`src/rtl/mem_port_arbiter.sv`:
```
// Single-port memory bus arbiter between the IF (fetch) and MEM (load/store) stages.
// One transaction at a time, round-robin on contention, done pulses, stall and watchdog abort.
module mem_port_arbiter #(
  parameter int ADDR_W  = 32,
  parameter int DATA_W  = 32,
  parameter int TIMEOUT = 16
) (
  input  logic              clk,
  input  logic              rst,
  input  logic              if_req,
  input  logic [ADDR_W-1:0] if_addr,
  output logic [DATA_W-1:0] if_rdata,
  output logic              if_done,
  input  logic              mem_req,
  input  logic              mem_we,
  input  logic [ADDR_W-1:0] mem_addr,
  input  logic [DATA_W-1:0] mem_wdata,
  output logic [DATA_W-1:0] mem_rdata,
  output logic              mem_done,
  output logic              stall_pipe,
  output logic              bus_req,
  output logic              bus_we,
  output logic [ADDR_W-1:0] bus_addr,
  output logic [DATA_W-1:0] bus_wdata,
  input  logic [DATA_W-1:0] bus_rdata,
  input  logic              bus_ack,
  output logic              bus_err
);

  localparam int CNT_W = (TIMEOUT > 0) ? $clog2(TIMEOUT + 1) : 1;
  localparam logic GRANT_IF  = 1'b0;
  localparam logic GRANT_MEM = 1'b1;

  typedef enum logic [1:0] {
    ST_IDLE     = 2'd0,
    ST_WAIT_IF  = 2'd1,
    ST_WAIT_MEM = 2'd2,
    ST_RESP     = 2'd3
  } state_e;

  state_e            state_q;
  logic              last_grant_q;
  logic [CNT_W-1:0]  cnt_q;
  logic [CNT_W-1:0]  cnt_d;
  logic              grant_mem_d;
  logic              expire_d;
  logic              bus_req_q;
  logic              bus_we_q;
  logic [ADDR_W-1:0] bus_addr_q;
  logic [DATA_W-1:0] bus_wdata_q;
  logic              bus_err_q;
  logic              if_done_q;
  logic              mem_done_q;
  logic [DATA_W-1:0] if_rdata_q;
  logic [DATA_W-1:0] mem_rdata_q;

  // Grant choice, saturating wait counter and watchdog expiry.
  always_comb begin
    grant_mem_d = 1'b0;
    cnt_d       = cnt_q;
    expire_d    = 1'b0;
    if (mem_req && (!if_req || (last_grant_q == GRANT_IF))) begin
      grant_mem_d = 1'b1;
    end else begin
      grant_mem_d = 1'b0;
    end
    if (&cnt_q) begin
      cnt_d = cnt_q;
    end else begin
      cnt_d = cnt_q + CNT_W'(1);
    end
    if (TIMEOUT == 0) begin
      expire_d = 1'b0;
    end else begin
      expire_d = (cnt_q == CNT_W'(TIMEOUT - 1));
    end
  end

  // Transaction sequencer; ack wins over a same-cycle watchdog expiry.
  always_ff @(posedge clk or negedge rst) begin
    if (!rst) begin
      state_q      <= ST_IDLE;
      last_grant_q <= GRANT_IF;
      cnt_q        <= CNT_W'(0);
      bus_req_q    <= 1'b0;
      bus_we_q     <= 1'b0;
      bus_addr_q   <= {ADDR_W{1'b0}};
      bus_wdata_q  <= {DATA_W{1'b0}};
      bus_err_q    <= 1'b0;
      if_done_q    <= 1'b0;
      mem_done_q   <= 1'b0;
      if_rdata_q   <= {DATA_W{1'b0}};
      mem_rdata_q  <= {DATA_W{1'b0}};
    end else begin
      if_done_q  <= 1'b0;
      mem_done_q <= 1'b0;
      case (state_q)
        ST_IDLE: begin
          if (mem_req || if_req) begin
            bus_req_q <= 1'b1;
            cnt_q     <= CNT_W'(0);
            if (grant_mem_d) begin
              state_q     <= ST_WAIT_MEM;
              bus_we_q    <= mem_we;
              bus_addr_q  <= mem_addr;
              bus_wdata_q <= mem_wdata;
            end else begin
              state_q     <= ST_WAIT_IF;
              bus_we_q    <= 1'b0;
              bus_addr_q  <= if_addr;
              bus_wdata_q <= {DATA_W{1'b0}};
            end
          end
        end
        ST_WAIT_IF, ST_WAIT_MEM: begin
          if (bus_ack || expire_d) begin
            bus_req_q <= 1'b0;
            state_q   <= ST_RESP;
            if (!bus_ack) begin
              bus_err_q <= 1'b1;
            end
            // Aborted reads deliver zero; stores never touch mem_rdata.
            if (state_q == ST_WAIT_MEM) begin
              mem_done_q   <= 1'b1;
              last_grant_q <= GRANT_MEM;
              if (!bus_we_q) begin
                mem_rdata_q <= bus_ack ? bus_rdata : {DATA_W{1'b0}};
              end
            end else begin
              if_done_q    <= 1'b1;
              last_grant_q <= GRANT_IF;
              if_rdata_q   <= bus_ack ? bus_rdata : {DATA_W{1'b0}};
            end
          end else begin
            cnt_q <= cnt_d;
          end
        end
        ST_RESP: begin
          state_q <= ST_IDLE;
        end
        default: begin
          state_q <= ST_IDLE;
        end
      endcase
    end
  end

  assign bus_req    = bus_req_q;
  assign bus_we     = bus_we_q;
  assign bus_addr   = bus_addr_q;
  assign bus_wdata  = bus_wdata_q;
  assign bus_err    = bus_err_q;
  assign if_done    = if_done_q;
  assign mem_done   = mem_done_q;
  assign if_rdata   = if_rdata_q;
  assign mem_rdata  = mem_rdata_q;
  assign stall_pipe = (if_req & ~if_done_q) | (mem_req & ~mem_done_q);

endmodule
```
`config.mk`:
```
export PLATFORM = sky130hd
export DESIGN_NAME = mem_port_arbiter
export DESIGN_NICKNAME = d
export VERILOG_FILES = /design/src/rtl/mem_port_arbiter.sv
export SDC_FILE = /design/constraint.sdc
export NUM_CORES = 1
export LEC_CHECK = 0
export CORE_MARGIN = 4
export CORE_UTILIZATION = 38
export CTS_BUF_LIST = sky130_fd_sc_hd__clkbuf_2 sky130_fd_sc_hd__clkbuf_4 sky130_fd_sc_hd__clkbuf_8
export CTS_CLUSTER_DIAMETER = 150
export CTS_CLUSTER_SIZE = 10
export DETAILED_ROUTE_END_ITERATION = 8
export DONT_BUFFER_PORTS = 1
export GPL_TIMING_DRIVEN = 0
export SLEW_MARGIN = 25
export SYNTH_ARGS = -nofsm -noshare
export SYNTH_HDL_FRONTEND = slang
export SYNTH_SLANG_ARGS = --single-unit
```
`constraint.sdc`:
```
create_clock -name clk -period 1.8 [get_ports clk]
set_input_delay 0.18 -clock clk [delete_from_list [all_inputs] [get_ports clk]]
set_output_delay 0.18 -clock clk [all_outputs]
set_load 0.02 [all_outputs]
```
==> impl_metrics.ini <==
[detailed_routing]
ant_nets = 0
drt_pre_antenna_iters = 6
num_vias = 4894
vias_per_cell = 5.450
wl_per_cell_um = 20.58
drt_wl_total_mm = 18.48
drc = 0
drt_iter0_drc = 226

[critical_path]
startpoint_type = register
cp_max_fo = 8
critical_path_required_ps = 2130
critPathSlowestCell = or3_4
critical_path_class = reg -> reg
crit_chain = ha_2 > and3_4 > ha_4 > nor2_4 > or3_4 > buf_12 > clkbuf_16 > nand2_4 > o21ai_2
slowest_delay_ps = 400
cp_data_arrival_time_ps = 2280
end_kind = register

[synthesis]
ys_warn_count = 0
synth_seq_cells = 141
synth-edff-count = 0
synthesis.nets = 667
synth.top_cell.area_share_pct = 62.39
syn_avg_cell_area_um2 = 10.73
ys_top_cells_by_area = dfrtp_1 (62%), o21ai_0 (8.9%), nand2_1 (8.8%), mux2i_1 (5.7%), a22o_1 (5.3%)
ys_types = 33
synth_ff_type = dfrtp_1
syn_area_um2 = 5655
synth.largest_area_cell = dfrtp_1
yosysSeqAreaShare_pct = 62.39
synthArstFlopShare_pct = 100.0
syn-instance-count = 527

[timing]
fmax_mhz = 513.4
fin_crit_sh_pct = 108.2
fin_skew_ps = 13.82
slew_violations = 0
hold_viol = 141
setup_violations = 68
whs_ps = -564.6
relSlewSlack_pct = 67.32
setup_slack_ps = -147.7
tightestPinTransition_ps = 490.2
rsz0062_at_grt = true
min_period_ps = 1948
tns_ps = -6086

[floorplanning]
rows = 44
io-pin-count = 268
die_x_um = 130.0
core-area_um2 = 14530
initial_core_util_pct = 38.91
die_y_um = 130.0
die-area_um2 = 16900

[power_and_ir_drop]
switchingPower_mw = 6.556
swShare_pct = 44.95
pwr-share-seq_pct = 50.2
ir_worst_vdd_v = 0.0008799
p_clk_share_pct = 16.8
share_comb_of_total_power_pct = 33.0
p_int_mw = 8.028
power_density_nw_per_um2 = 1720
p_leak_nw = 3.906

[clock_tree]
path_clk_slew_ps = 80
insertion_delay_ps = 440
numClockSinks = 141
clock-root-buffer = clkbuf_8
cts_tree = built
cts.path.max_buffers = 2
htreeDepth = 4
cts_made_buffers = 17
cts_hold_buffers = 129

[global_route]
grt_pass1_wl_mm = 27.37
grt_use_total_pct = 21.08
grt_max_degree = 142
antenna_found_initial = 1
grt_pass1_vias = 5157
grt_overflow = 0

[placed_design]
dp_hpwl_mm = 10.97
dp_slack_ps = -344.3
dpl.cell_count = 711
routabilityCongestion = 0.7971
port_buffers = 0
place_area_um2 = 5963

[final_layout]
final_cells = 898
area_growth_syn_to_layout_pct = 49.89
layout.nets = 840
layout-drive-gt1-share_pct = 27.49
final_area_um2 = 8477

[min_path]
holdCritPathClass = in -> async

[job]
cap_viol_max_count = 0

[outcome]
failed_checks = negative hold slack, negative setup slack
status = complete, but fails checks
==> stage by stage <==
stage               util (%)  total power [mW]
detailed placement     41.03             10.31
global placement       41.03             10.12
CTS                    55.74             13.89
finish                 58.32             14.58
floorplan                  -             9.184
global route           58.32             15.37
==> power groups by stage <==
stage	sequential (mW)	combinational, mW	clock, mW
6_report	7.31	4.81	2.46
4_1_cts	7.20	4.19	2.50
3_3_place_gp	7.21	2.92	0
5_1_grt	7.47	5.29	2.62
3_5_place_dp	7.22	3.10	0
2_1_floorplan	6.79	2.40	0
==> metal layers <==
layer | track usage (%) | routed length, um | share of wire (%)
met3 | 6.590 | 1668 | 9.0
met2 | 37.15 | 9784 | 53
met4 | 9.046 | 460 | 2.5
met5 | 0 | 0 | 0
met1 | 23.52 | 6570 | 36
==> state kept, by name (all words and copies together) (netlist names) <==
| signal | flops |
|---|---|
| bus_addr | 32 |
| bus_wdata | 32 |
| if_rdata | 32 |
| mem_rdata | 32 |
| cnt_q | 5 |
| state_q | 2 |
| bus_err | 1 |
| bus_req | 1 |
| bus_we | 1 |
| if_done | 1 |
| last_grant_q | 1 |
| mem_done | 1 |
==> critical path, delay by kind of cell, from the launching register on <==
| kind | cells | cell delay (ps) |
|---|---|---|
| simple gates | 4 | 710 |
| fa+ha+maj | 2 | 340 |
| flops | 1 | 380 |
| compound gates | 1 | 60 |
| buf+inv | 2 | 340 |
==> final timing paths <==
kind                         startpoint             to  slack (ps)  cells after the start
max                            cnt_q[1]    if_rdata[6]        -150                      9
min                                 rst   if_rdata[23]        -560                      0
max reg2reg                    cnt_q[1]    if_rdata[6]        -150                      9
min reg2reg                last_grant_q   last_grant_q         530                      2
max in group asynchronous           rst  bus_wdata[18]        2190                      0
min in group clk                 if_req        bus_req          40                      3
==> cell type report <==
type / count / area, um2
Tap cell: 184 / 230.2
Buffer: 38 / 316.6
Timing Repair Buffer: 152 / 1593
Antenna cell: 1 / 2.502
Fill cell: 1121 / 6057
Clock inverter: 9 / 88.84
Inverter: 8 / 32.53
Clock buffer: 23 / 291.5
Sequential cell: 141 / 3528
Multi-Input combinational cell: 342 / 2394
==> synth_stat cells (all sizes together) (2+ instances only) <==
cell type,instances
a21oi,2
a22o,34
and2,2
and3,2
buf,24
clkbuf,14
dfrtp,141
ha,6
inv,8
mux2i,32
nand2,133
nand3,5
nor2,4
o211ai,2
o21ai,102
or3,2
==> timing repair <==
item / 4_1_cts / 5_1_grt
endpoints found under the setup margin: 110 / 75
endpoints found under the hold margin: 270 / 141
pin swaps: 6 / 12
buffers inserted: 10 / 3
gates resized for setup: 98 / 104
gates cloned: 11 / 2
==> cells by family (layout without fill, tap and decap cells) <==
| kind of cell | Yosys count | after routing | synth area share, % |
|---|---|---|---|
| AND/OR/NAND/NOR | 155 | 157 | 11.15 |
| AO/OA/AOI/OAI | 147 | 147 | 15.71 |
| flip-flops | 141 | 141 | 62.39 |
| buffers and inverters | 46 | 230 | 3.761 |
| multiplexers | 32 | 32 | 5.664 |
| adder cells (fa/ha/maj) | 6 | 6 | 1.327 |
| other | 0 | 1 | 0 |
==> cell usage in the layout, fill, tap and decap left out, types with 3 or more instances in the layout <==
cell type / synthesis / layout
clkbuf_8: 0 / 21
buf_12: 0 / 3
clkinvlp_4: 0 / 3
buf_6: 2 / 10
dfrtp_1: 141 / 141
clkbuf_1: 14 / 10
buf_8: 0 / 9
inv_1: 8 / 6
clkinv_4: 0 / 3
nand2_2: 0 / 46
mux2i_1: 32 / 32
clkbuf_4: 0 / 6
o21ai_2: 0 / 35
nand3_1: 5 / 4
dlygate4sd3_1: 0 / 129
buf_4: 0 / 8
nand2_1: 133 / 75
nand2_4: 0 / 12
buf_2: 20 / 12
o21ai_0: 101 / 38
nand3b_4: 0 / 3
a22o_1: 34 / 34
o21ai_1: 1 / 29
No activity file was read; power rests on OpenSTA's default activity.
